File: config.mk
export PLATFORM = sky130hd
export DESIGN_NAME = alu_bist_ctrl
export DESIGN_NICKNAME = d
export VERILOG_FILES = /design/src/rtl/alu_pkg.sv /design/src/rtl/alu_golden.sv /design/src/rtl/alu_bist_ctrl.sv
export SDC_FILE = /design/constraint.sdc
export NUM_CORES = 1
export LEC_CHECK = 0
export ABC_AREA = 1
export CAP_MARGIN = 25
export CORE_MARGIN = 2
export CORE_UTILIZATION = 59
export CTS_CLUSTER_DIAMETER = 100
export CTS_CLUSTER_SIZE = 25
export DETAILED_ROUTE_END_ITERATION = 10
export GPL_ROUTABILITY_DRIVEN = 0
export GPL_TIMING_DRIVEN = 1
export PLACE_DENSITY_LB_ADDON = 0.25
export SETUP_SLACK_MARGIN = 0.3
export SLEW_MARGIN = 10
export SYNTH_ARGS = -nofsm -noshare
export SYNTH_HDL_FRONTEND = slang
export SYNTH_SLANG_ARGS = --single-unit
export TNS_END_PERCENT = 30
File: constraint.sdc
create_clock -name clk -period 7.1 [get_ports clk]
set_input_delay 1.065 -clock clk [delete_from_list [all_inputs] [get_ports clk]]
set_output_delay 1.065 -clock clk [all_outputs]
set_load 0.1 [all_outputs]
File: src/rtl/alu_pkg.sv
// -----------------------------------------------------------------------------
// alu_pkg
// Shared definitions for the ALU built-in self-test controller.
//   - alu_op_e     : ALU opcode encoding (MUL/SUB/AND/XOR)
//   - bist_state_e : controller FSM states
//   - alu_resp_t   : packed ALU response {r, z, n, c, v}
//   - widths and the vector count of one full sweep
// -----------------------------------------------------------------------------
package alu_pkg;

    localparam int OPW       = 4;     // operand width
    localparam int RESW      = 8;     // result width
    localparam int VEC_COUNT = 1024;  // 4 ops x 16 a x 16 b
    localparam int IDX_W     = 10;    // {op, a, b}
    localparam int ERR_W     = 11;    // holds 0..VEC_COUNT
    localparam int RESP_W    = RESW + 4;

    typedef enum logic [1:0] {
        OP_MUL = 2'b00,
        OP_SUB = 2'b01,
        OP_AND = 2'b10,
        OP_XOR = 2'b11
    } alu_op_e;

    typedef enum logic [1:0] {
        ST_IDLE = 2'b00,
        ST_RUN  = 2'b01,
        ST_DONE = 2'b10
    } bist_state_e;

    typedef struct packed {
        logic [RESW-1:0] r;
        logic            z;
        logic            n;
        logic            c;
        logic            v;
    } alu_resp_t;

endpackage

File: src/rtl/alu_golden.sv
// -----------------------------------------------------------------------------
// alu_golden
// Purely combinational reference ALU: expected response for one vector.
// Ports:
//   op   in  2   opcode (alu_op_e encoding)
//   a, b in  4   operands
//   resp out 12  expected {r, z, n, c, v}
// -----------------------------------------------------------------------------
module alu_golden
    import alu_pkg::*;
(
    input  logic [1:0]     op,
    input  logic [OPW-1:0] a,
    input  logic [OPW-1:0] b,
    output alu_resp_t      resp
);

    // A + ~B + 1: bit 4 is the borrow-free carry, i.e. A >= B unsigned
    logic [OPW:0]    diff;
    logic [RESW-1:0] prod;

    always_comb begin
        diff = {1'b0, a} + {1'b0, ~b} + 5'd1;
        prod = {4'b0, a} * {4'b0, b};
        resp = '0;
        case (alu_op_e'(op))
            OP_MUL: resp.r = prod;
            OP_SUB: begin
                resp.r = {4'b0, diff[OPW-1:0]};
                resp.n = diff[OPW-1];
                resp.c = diff[OPW];
                // overflow: operands of differing sign and result sign != a's sign
                resp.v = (a[OPW-1] ^ b[OPW-1]) & (diff[OPW-1] ^ a[OPW-1]);
            end
            OP_AND: resp.r = {4'b0, a & b};
            default: resp.r = {4'b0, a ^ b};
        endcase
        resp.z = (resp.r == '0);
    end

endmodule

File: src/rtl/alu_bist_ctrl.sv
// -----------------------------------------------------------------------------
// alu_bist_ctrl
// Self-test sweep controller for a 4-bit combinational ALU. On an accepted
// start it drives all 1024 {op,a,b} vectors (op outer, b inner), compares the
// ALU response against alu_golden one cycle later, counts mismatching vectors
// and latches the first failing vector.
// Build option: ALU_BIST_STOP_ON_FAIL_EN - end the sweep on the first mismatch.
// Ports:
//   clk, rst                in   clock, synchronous active-high reset
//   start                   in   one-cycle sweep request (IDLE/DONE only)
//   alu_a, alu_b, alu_op    out  registered vector drive (0 outside RUN)
//   alu_r, alu_z/n/c/v      in   ALU response
//   busy, done, pass        out  status (pass valid with done)
//   err_count               out  mismatching vector count
//   fail_op, fail_a, fail_b out  first mismatching vector
// -----------------------------------------------------------------------------
module alu_bist_ctrl
    import alu_pkg::*;
(
    input  logic             clk,
    input  logic             rst,
    input  logic             start,
    output logic [OPW-1:0]   alu_a,
    output logic [OPW-1:0]   alu_b,
    output logic [1:0]       alu_op,
    input  logic [RESW-1:0]  alu_r,
    input  logic             alu_z,
    input  logic             alu_n,
    input  logic             alu_c,
    input  logic             alu_v,
    output logic             busy,
    output logic             done,
    output logic             pass,
    output logic [ERR_W-1:0] err_count,
    output logic [1:0]       fail_op,
    output logic [OPW-1:0]   fail_a,
    output logic [OPW-1:0]   fail_b
);

    localparam logic [IDX_W-1:0] LAST_IDX = IDX_W'(VEC_COUNT - 1);

    bist_state_e      state_q, state_d;
    logic [IDX_W-1:0] idx_q, idx_d;
    logic [1:0]       alu_op_q, alu_op_d;
    logic [OPW-1:0]   alu_a_q, alu_a_d;
    logic [OPW-1:0]   alu_b_q, alu_b_d;
    logic [ERR_W-1:0] err_count_q, err_count_d;
    logic [1:0]       fail_op_q, fail_op_d;
    logic [OPW-1:0]   fail_a_q, fail_a_d;
    logic [OPW-1:0]   fail_b_q, fail_b_d;

    alu_resp_t         exp_resp;
    logic [RESP_W-1:0] got_resp;
    logic [RESP_W-1:0] bit_diff;
    logic              mismatch;
    logic              stop_now;
    logic [IDX_W-1:0]  next_vec;

    // Expected response for the vector currently on the ALU inputs
    alu_golden u_golden (
        .op   (alu_op_q),
        .a    (alu_a_q),
        .b    (alu_b_q),
        .resp (exp_resp)
    );

    assign got_resp = {alu_r, alu_z, alu_n, alu_c, alu_v};

    // Per-field difference; any differing bit makes the whole vector count once
    for (genvar gi = 0; gi < RESP_W; gi++) begin : g_cmp
        assign bit_diff[gi] = got_resp[gi] ^ exp_resp[gi];
    end
    assign mismatch = |bit_diff;

    always_comb begin
        state_d     = state_q;
        idx_d       = idx_q;
        alu_op_d    = alu_op_q;
        alu_a_d     = alu_a_q;
        alu_b_d     = alu_b_q;
        err_count_d = err_count_q;
        fail_op_d   = fail_op_q;
        fail_a_d    = fail_a_q;
        fail_b_d    = fail_b_q;
        stop_now    = 1'b0;
        next_vec    = idx_q + 1'b1;

        case (state_q)
            ST_RUN: begin
                if (mismatch) begin
                    err_count_d = err_count_q + 1'b1;
                    // zero count means this is the sweep's first mismatch
                    if (err_count_q == '0) begin
                        fail_op_d = alu_op_q;
                        fail_a_d  = alu_a_q;
                        fail_b_d  = alu_b_q;
                    end
                end
                stop_now = (idx_q == LAST_IDX);
`ifdef ALU_BIST_STOP_ON_FAIL_EN
                stop_now = stop_now | mismatch;
`endif
                if (stop_now) begin
                    state_d  = ST_DONE;
                    alu_op_d = '0;
                    alu_a_d  = '0;
                    alu_b_d  = '0;
                end else begin
                    idx_d                         = next_vec;
                    {alu_op_d, alu_a_d, alu_b_d}  = next_vec;
                end
            end
            default: begin
                // IDLE, DONE and any unreachable encoding: wait for start
                if (start) begin
                    state_d     = ST_RUN;
                    idx_d       = '0;
                    alu_op_d    = '0;
                    alu_a_d     = '0;
                    alu_b_d     = '0;
                    err_count_d = '0;
                    fail_op_d   = '0;
                    fail_a_d    = '0;
                    fail_b_d    = '0;
                end
            end
        endcase
    end

    always_ff @(posedge clk) begin
        if (rst) begin
            state_q     <= ST_IDLE;
            idx_q       <= '0;
            alu_op_q    <= '0;
            alu_a_q     <= '0;
            alu_b_q     <= '0;
            err_count_q <= '0;
            fail_op_q   <= '0;
            fail_a_q    <= '0;
            fail_b_q    <= '0;
        end else begin
            state_q     <= state_d;
            idx_q       <= idx_d;
            alu_op_q    <= alu_op_d;
            alu_a_q     <= alu_a_d;
            alu_b_q     <= alu_b_d;
            err_count_q <= err_count_d;
            fail_op_q   <= fail_op_d;
            fail_a_q    <= fail_a_d;
            fail_b_q    <= fail_b_d;
        end
    end

    assign alu_op    = alu_op_q;
    assign alu_a     = alu_a_q;
    assign alu_b     = alu_b_q;
    assign busy      = (state_q == ST_RUN);
    assign done      = (state_q == ST_DONE);
    assign pass      = done && (err_count_q == '0);
    assign err_count = err_count_q;
    assign fail_op   = fail_op_q;
    assign fail_a    = fail_a_q;
    assign fail_b    = fail_b_q;

endmodule
Yosys cells after proc, flatten, opt, wreduce, memory -nomap -nowiden
Cells that the tools add are included.

Bits in registers: 43. Input port bits: 15. Output and inout port bits: 34. Word-level logic and storage cells: 79.

$add $sub $neg: 4. Multipliers: 1. Equality and inequality tests: 9. Muxes and demuxes: 28. Bitwise logic cells: 18. Reductions and logical operators: 10.

Operators with widths (number): $mux W4 (11); $mux W11 (3); $mux W10 (3); $pmux W8 S3 (1); $mux W2 (9); $xor A1 B1 Y1 (14); $reduce_or A12 Y1 (1); $add A11 B1 Y11 const B (1); $logic_not A11 Y1 (1); $add A10 B1 Y10 const B (1); $eq A10 B10 Y1 const B (1); $logic_not A8 Y1 (1); $mul A4 B4 Y8 (1); $ne A2 B1 Y1 const B (3); $reduce_and A2 Y1 (3); $add A4 B4 Y5 (1); $add A5 B1 Y5 const B (1); $and A4 B4 Y4 (1); $eq A2 B1 Y1 const B (2); $eq A2 B2 Y1 const B (2); $not A4 Y4 (1); $xor A4 B4 Y4 (1); $mux W3 (1); $reduce_and A3 Y1 (1); 5 further kinds (5).

Logic depth before layout (Yosys ltp)
Gate-level depths: netlist of run 1.

Depth after elaboration: 10. Depth in mapped cells: 23. Gate-level depth less buffers: 23.

Hierarchy
From an unflattened synthesis of run 1, not the netlist that was laid out.

Cell total of the unflattened synthesis: 527. Area, all modules: 3283.1 µm².

Modules (own cells, without submodules): alu_bist_ctrl (times used 1, cells an instance 391, area each 2436.1 µm², seq. area each 860.8 µm²); alu_golden (times used 1, cells an instance 136, area each 847.1 µm², seq. area each 0.0 µm²).

Least setup slack after synthesis of run 1
OpenSTA, ideal clock, no wires.

Path kind: register to output. Start: register err_count_q[0], in the netlist err_count[0]. End: output port pass. Arrival time: 3.333 ns. Required time: 6.035 ns. Setup slack: 2.702 ns. Cell stages (with the launch flop): 7. Path buffers: 0. Path through: dfxtp_1 inv_1 ha_1 nand2_1 nor3_1 nand3_1 nor3_1.

Cells in the longest elaborated chain, start to end: 2.

RTL lines: from (decl) (line alu_bist_ctrl.sv:47) `logic [ERR_W-1:0] err_count_q, err_count_d;`; from (signal assigned) (line alu_bist_ctrl.sv:147) `err_count_q <= err_count_d;`; $logic_not A11 Y1 (line alu_bist_ctrl.sv:159) `assign pass = done && (err_count_q == '0);`; $logic_and A1 B1 Y1 (line alu_bist_ctrl.sv:159); to (decl) (line alu_bist_ctrl.sv:33) `output logic pass,`.

Every way passes these cells.

Worst setup path after layout of run 1
Start: register alu_b_q[3], in the netlist alu_b[3]. End: register err_count_q[0], in the netlist err_count[0].

Cells in the longest elaborated chain, start to end: 10. Elaborated cells between the ends (all ways): 24. Classes of those cells: add/sub: 2; mul: 1; eq/ne: 1; mux: 2; bitwise: 15; reduce/logical: 3.

RTL lines: from (decl) (line alu_bist_ctrl.sv:46) `logic [OPW-1:0] alu_b_q, alu_b_d;`; from (signal assigned) (line alu_bist_ctrl.sv:146) `alu_b_q <= alu_b_d;`; parallel branches: the longest is 7 deep, another holds $mul A4 B4 Y8; $reduce_or A12 Y1 * (line alu_bist_ctrl.sv:73) `assign mismatch = |bit_diff;`; $ne A2 B1 Y1 (no line) *; $reduce_and A2 Y1 (no line) *.

Every way passes the cells marked *. A chain may end at the register's enable or synchronous reset.

==> impl_results.md, run 1 <==
* Initial antenna violation count at 0
* Post-cts resize count at 0
* Gr ovfl total at 0
* Crit path from: alu_b[3]
* DIE HEIGHT at 78.1 um
* Setup ws final at just over 3 ns
* Setup Skew at between 0.008 and 0.009 ns
* Post-Route WL at between 7 and 8 mm
* Max Cap Violations at 0
* Initial DRC Count at 197
* Area of the core at 5200 um^2
* Synthesized net count at about 550
* CTS max path bufs at 2
* Antenna Cells at 0
* LEAKAGE at 1.81 nW
* Synthesized area per cell at 6.44 um^2
* Clock Latency Late Sink at 0.30 ns
* Critical path data required time at between 7 and 8 ns
* Asr flop ratio synth at 0%
* Outcome: complete, no violations
* DR vias at roughly 3,300
* RSZ-0062 raised after global routing: false
* Detailed placer's ending HPWL at 5.78 mm
* Wire length per cell at between 10 and 15 um
* FMAX at 0.251 GHz
* Commonest non-fill, non-tap cell in the layout: nand2_1
* Hold Path Class: register to register
* Unique cell type count in the Yosys netlist at 36
* Crit-path max FO at 23
* Final hold slack at 0.468 ns
* CTS clk-pin slew, worst paths at 0.08 ns
* Detail Route Antenna Nets at 0
* Crit path kind: register to register
* IO Count at between 40 and 50
* Clock sinks at 43
* Most frequent cells in the layout: nand2_1 (140), inv_1 (81), clkdlybuf4s50_1 (48)
* CTS Hold Bufs at 0
* CTS root buffer: clkbuf_8
* Post-synth top flop: dfxtp_1
* Vias in the first global route at 3,238
* Largest net degree at the start of global routing at 30
* Pwr Total at between 500 and 600 uW
* Placement Setup Slack at 3.15 ns
* Placed Cells at 607
* Cell area after synthesis at 3240 um^2
* Post-CTS setup buffer count at 0
* R2R Path Start: alu_b[3]
* Util after Layout at about three quarters
* Final setup viols at 0
* Vias per cell at 5.29
* Post-route cell area at 3830 um^2
* Drt drc at 0
* Crit end category: register
* TritonCTS buffer count at 5
* GR Util All Layers at a little over a quarter
* Area growth from synthesis to layout at 18.2%
* Slew Viols, Final at 0
* PortBufs at 48
* Arrival @ worst endpoint at 4.18 ns
* Final Hold Viols at 0
* Crit start category: register
* Yosys Warn Count at 0
* Worst-Margin Slew at roughly 0.98 ns
* First-pass GRT wire length at 13.5 mm
* Final Critical Period at 3.98 ns
* Cells on worst reg2reg path at 19
* Initial Utilization at between 60 and 70%
* Hold Crit Depth at 2
* Placed Area at 3720 um^2
* Peak supply drop at 0.115 mV
* Proportion of layout cells with a drive suffix above 1 at 4.95%
* #FFs+latches synth at 43
* First-pass iteration count of the detailed router at 5
* Cell Rows at 26
* Pwr per Cell Area at 144 nW/um^2
* Post-synth EDFFs at 0
* Post-Syn Instances at 503
* Final Non-Filler Cells at around 600
* Post-synthesis sequential area ratio at 26.6%
* CTS tree: built
* Die ar. at 6100 um^2
* Period utilization at 56.1%
* Slew HR at 34.4%
* Hold path start: idx_q[3]
* Die width at 78.1 um
* H-tree depth at 2
* Final net count at 588
* Setup tns final at 0 ns
-- where the power goes --
part           switching [mW]  internal [mW]  total, mW
Combinational          0.0902         0.0357      0.126
Sequential            0.00748          0.249      0.256
Clock                  0.0811         0.0888      0.170
-- state kept, by name (all words and copies together) (netlist names) --
| signal | count |
|---|---|
| state_q | 2 |
| fail_a | 4 |
| fail_op | 2 |
| alu_b | 4 |
| alu_a | 4 |
| err_count | 11 |
| idx_q | 10 |
| fail_b | 4 |
| alu_op | 2 |
-- cell usage after synthesis (3+ instances only) --
library cell,instances,area share (%)
a21oi_1,40,6.2
a21oi_2,3,0.81
buf_6,5,1.7
clkbuf_1,8,0.93
dfxtp_1,43,27
fa_1,5,3.1
ha_1,23,8.9
inv_1,81,9.4
nand2_1,140,16
nand3_1,38,5.9
nand3b_1,5,1.2
nand4_1,18,3.5
nor2_1,42,4.9
nor2_2,5,0.97
nor3_1,6,0.93
o21ai_0,10,1.5
xnor2_1,3,0.81
xor2_1,4,1.1
-- worst max-delay path, cell delays in order (launching register included) --
cell and delay (ns):
dfxtp_1 0.55, nand2_1 0.14, fa_1 0.52, fa_1 0.54, inv_1 0.07, fa_1 0.43
nand2_1 0.12, nand2_1 0.09, a21oi_1 0.13, nand2_1 0.08, nand3_1 0.11, inv_1 0.06
nor2_2 0.12, nand3_1 0.08, nand2_1 0.06, nand2_1 0.08, nand2_4 0.23, nand2_2 0.21
o21ai_0 0.20, nor2_1 0.05
-- per-layer routing --
metal  global-route usage, %  vias to the layer above  wire (um)
met5                       0                        -          0
met4                    10.2                        0        168
met3                    3.10                       16        312
met2                    49.4                       96       3910
met1                    32.0                     1465       3470
li1                        -                     1679          -
-- path summary, 6_finish.rpt --
check | endpoint | slack (ns)
setup reg to reg | err_count[0] | 3.12
hold / removal | idx_q[3] | 0.47
hold reg to reg | idx_q[3] | 0.47
setup / recovery | err_count[0] | 3.12
-- cells by family (layout without fill, tap and decap cells) --
group | after synthesis | after routing | synth area share, %
flops | 43 | 43 | 26.6
xor+xnor | 7 | 7 | 1.89
buf+inv | 100 | 143 | 12.9
fa+ha+maj | 28 | 28 | 12.0
compound gates | 60 | 60 | 10.1
simple gates | 265 | 265 | 36.6
-- area by class of cell --
class | instances | area, um^2
Clock buffer | 8 | 100
Inverter | 85 | 319
Multi-Input combinational cell | 360 | 1960
Tap cell | 70 | 87.6
Sequential cell | 43 | 861
Fill cell | 447 | 1380
Timing Repair Buffer | 50 | 499
No activity file was read; power rests on OpenSTA's default activity.
==> inputs of run 2 (changes only) <==
Settings changed: CORE_UTILIZATION 59 to 55.
Clock period 7.1 ns to 3.8 ns, I/O delays scaled along.
==> run 2 against run 1 <==
Sequential share of layout area is 1.2 points lower. Sequential power is 86% higher. Clock-buffer cell count shrank 1.
==> impl_results.md, run 2 (synthesis gave the netlist of run 1 again) <==
* Outcome: complete, no violations
* R2R Path Start: alu_a[2]
* Most frequent cells in the layout: nand2_1 (125), inv_1 (78), clkdlybuf4s50_1 (46)
* Hold path start: idx_q[8]
* H-tree depth at 2
* Largest net degree at the start of global routing at 30
* Placed Area at 3770 um^2
* GR Util All Layers at 27.5%
* Hold Path Class: register to register
* Crit end category: register
* Die width at 80.7 um
* First-pass GRT wire length at 14.2 mm
* FMAX at between 0.2 and 0.3 GHz
* Setup Skew at 0.0151 ns
* Max Cap Violations at 0
* Worst-Margin Slew at 0.997 ns
* Critical path data required time at 4.04 ns
* Vias per cell at 5.44
* CP cell instances: nand2_4 > fa_1 > fa_1 > inv_2 > fa_2 > a21oi_2 > o21bai_4 > nand2_2 > nand2_2 > nand2_1 > nand2_1 > nor2_1 > nand2_1 > nor2_4 > nand2_8 > nand2_8 > o21ai_2 > nor2_1
* DR vias at 3,451
* Period utilization at about nine tenths
* LEAKAGE at ~2.0 nW
* CTS tree: built
* Post-route cell area at approximately 4200 um^2
* First-pass iteration count of the detailed router at 5
* Proportion of layout cells with a drive suffix above 1 at 14.9%
* Area of the core at 5610 um^2
* PortBufs at 48
* CTS Hold Bufs at 0
* Crit-path max FO at 8
* Routing usage on met3 at 3.78%
* Initial antenna violation count at 0
* Arrival @ worst endpoint at 3.71 ns
* Clock sinks at 43
* Slew Viols, Final at 0
* Detailed placer's ending HPWL at 6.01 mm
* Detail Route Antenna Nets at 0
* TritonCTS buffer count at 5
* GR Layer Usage met1 at 33.4%
* Final hold slack at 0.475 ns
* Post-Route WL at 8.72 mm
* CP top delay family: adder cells
* Die ar. at 6520 um^2
* Most used cell, CP: nand2_1
* DIE HEIGHT at 80.7 um
* WP buf/inv at 1
* Final net count at between 600 and 700
* Max reg flops at 11
* IO Count at 49
* Pwr per Cell Area at 272 nW/um^2
* Crit path kind: register to register
* CTS root buffer: clkbuf_8
* Clock Latency Late Sink at 0.30 ns
* Wire length per cell at between 10 and 15 um
* Crit start category: register
* Setup tns final at 0 ns
* Commonest non-fill, non-tap cell in the layout: nand2_1
* Fillcell total at between 400 and 500
* Crit path from: alu_a[2]
* Slowest cell on the critical path: fa_2
* Global Route met2 Usage at 49.3%
* Gr busiest metal: met2
* CP max stage delay at 0.55 ns
* Vias in the first global route at 3,173
* Final setup viols at 0
* Final Critical Period at 3.47 ns
* Slew HR at 33.3%
* Drt drc at 0
* Initial DRC Count at 320
* Initial Utilization at between 50 and 60%
* CTS clk-pin slew, worst paths at around 0.08 ns
* Antenna Cells at 0
* RSZ-0062 raised after global routing: true
* Gr ovfl total at 0
* Peak supply drop at just over 0.2 mV
* Final Hold Viols at 0
* Area growth from synthesis to layout at 28.5%
* Cell Rows at 27
* CTS max path bufs at 2
## run 2: final cells by class
cell class | instances | area (um^2) | area share (%)
clock buffer | 7 | 97.6 | 2.34
clock inverter | 1 | 30.0 | 0.721
tap | 72 | 90.1 | 2.16
timing repair buffer | 62 | 581 | 13.9
multi-input combinational | 364 | 2160 | 51.9
inverter | 85 | 319 | 7.66
sequential | 43 | 886 | 21.3
## run 2: final timing paths
kind                                endpoint  slack (ns)  depth (start not counted)
worst max-delay path            err_count[0]        0.33                         18
worst min-delay path                idx_q[8]        0.48                          2
worst max register to register  err_count[0]        0.33                         18
worst min register to register      idx_q[8]        0.48                          2
## run 2: layer usage
metal | up-vias | part of all wire [%]
li1 | 1713 | -
met1 | 1583 | 43
met2 | 131 | 49
met3 | 24 | 4.5
met4 | 0 | 2.9
met5 | - | 0
## run 2: worst reg2reg max path, cell delays in order (launching register included)
cell      delay (ns)
dfxtp_4         0.40
nand2_4         0.06
fa_1            0.49
fa_1            0.51
inv_2           0.05
fa_2            0.55
a21oi_2         0.05
o21bai_4        0.16
nand2_2         0.07
nand2_2         0.05
nand2_1         0.05
nand2_1         0.04
nor2_1          0.09
nand2_1         0.09
nor2_4          0.28
nand2_8         0.14
nand2_8         0.13
o21ai_2         0.07
nor2_1          0.13
## run 2: where the power goes
part	total, mW	switching [mW]	internal (mW)
Sequential	0.476	0.0138	0.462
Clock	0.399	0.163	0.236
Combinational	0.256	0.182	0.0738
## run 2: what timing repair did
item / CTS / global route
endpoints found under the setup margin: 21 / 21
gates cloned: 3 / 1
resized for setup: 4 / 34
pin swaps: 2 / 20
setup buffers: 3 / 7
## run 2: through the flow
| stage | std cells | setup slack [ns] | total power [mW] | util (%) |
|---|---|---|---|---|
| after detailed placement | 612 | 0.178 | 0.721 | 67.3 |
| after floorplan | 503 | 0.299 | 0.659 | - |
| after global placement | 612 | 0.235 | 0.716 | 67.3 |
| final | 634 | 0.326 | 1.13 | 74.2 |
| after CTS | 626 | 0.308 | 1.12 | 70.8 |
| after global routing | 634 | 0.108 | 1.17 | 74.2 |
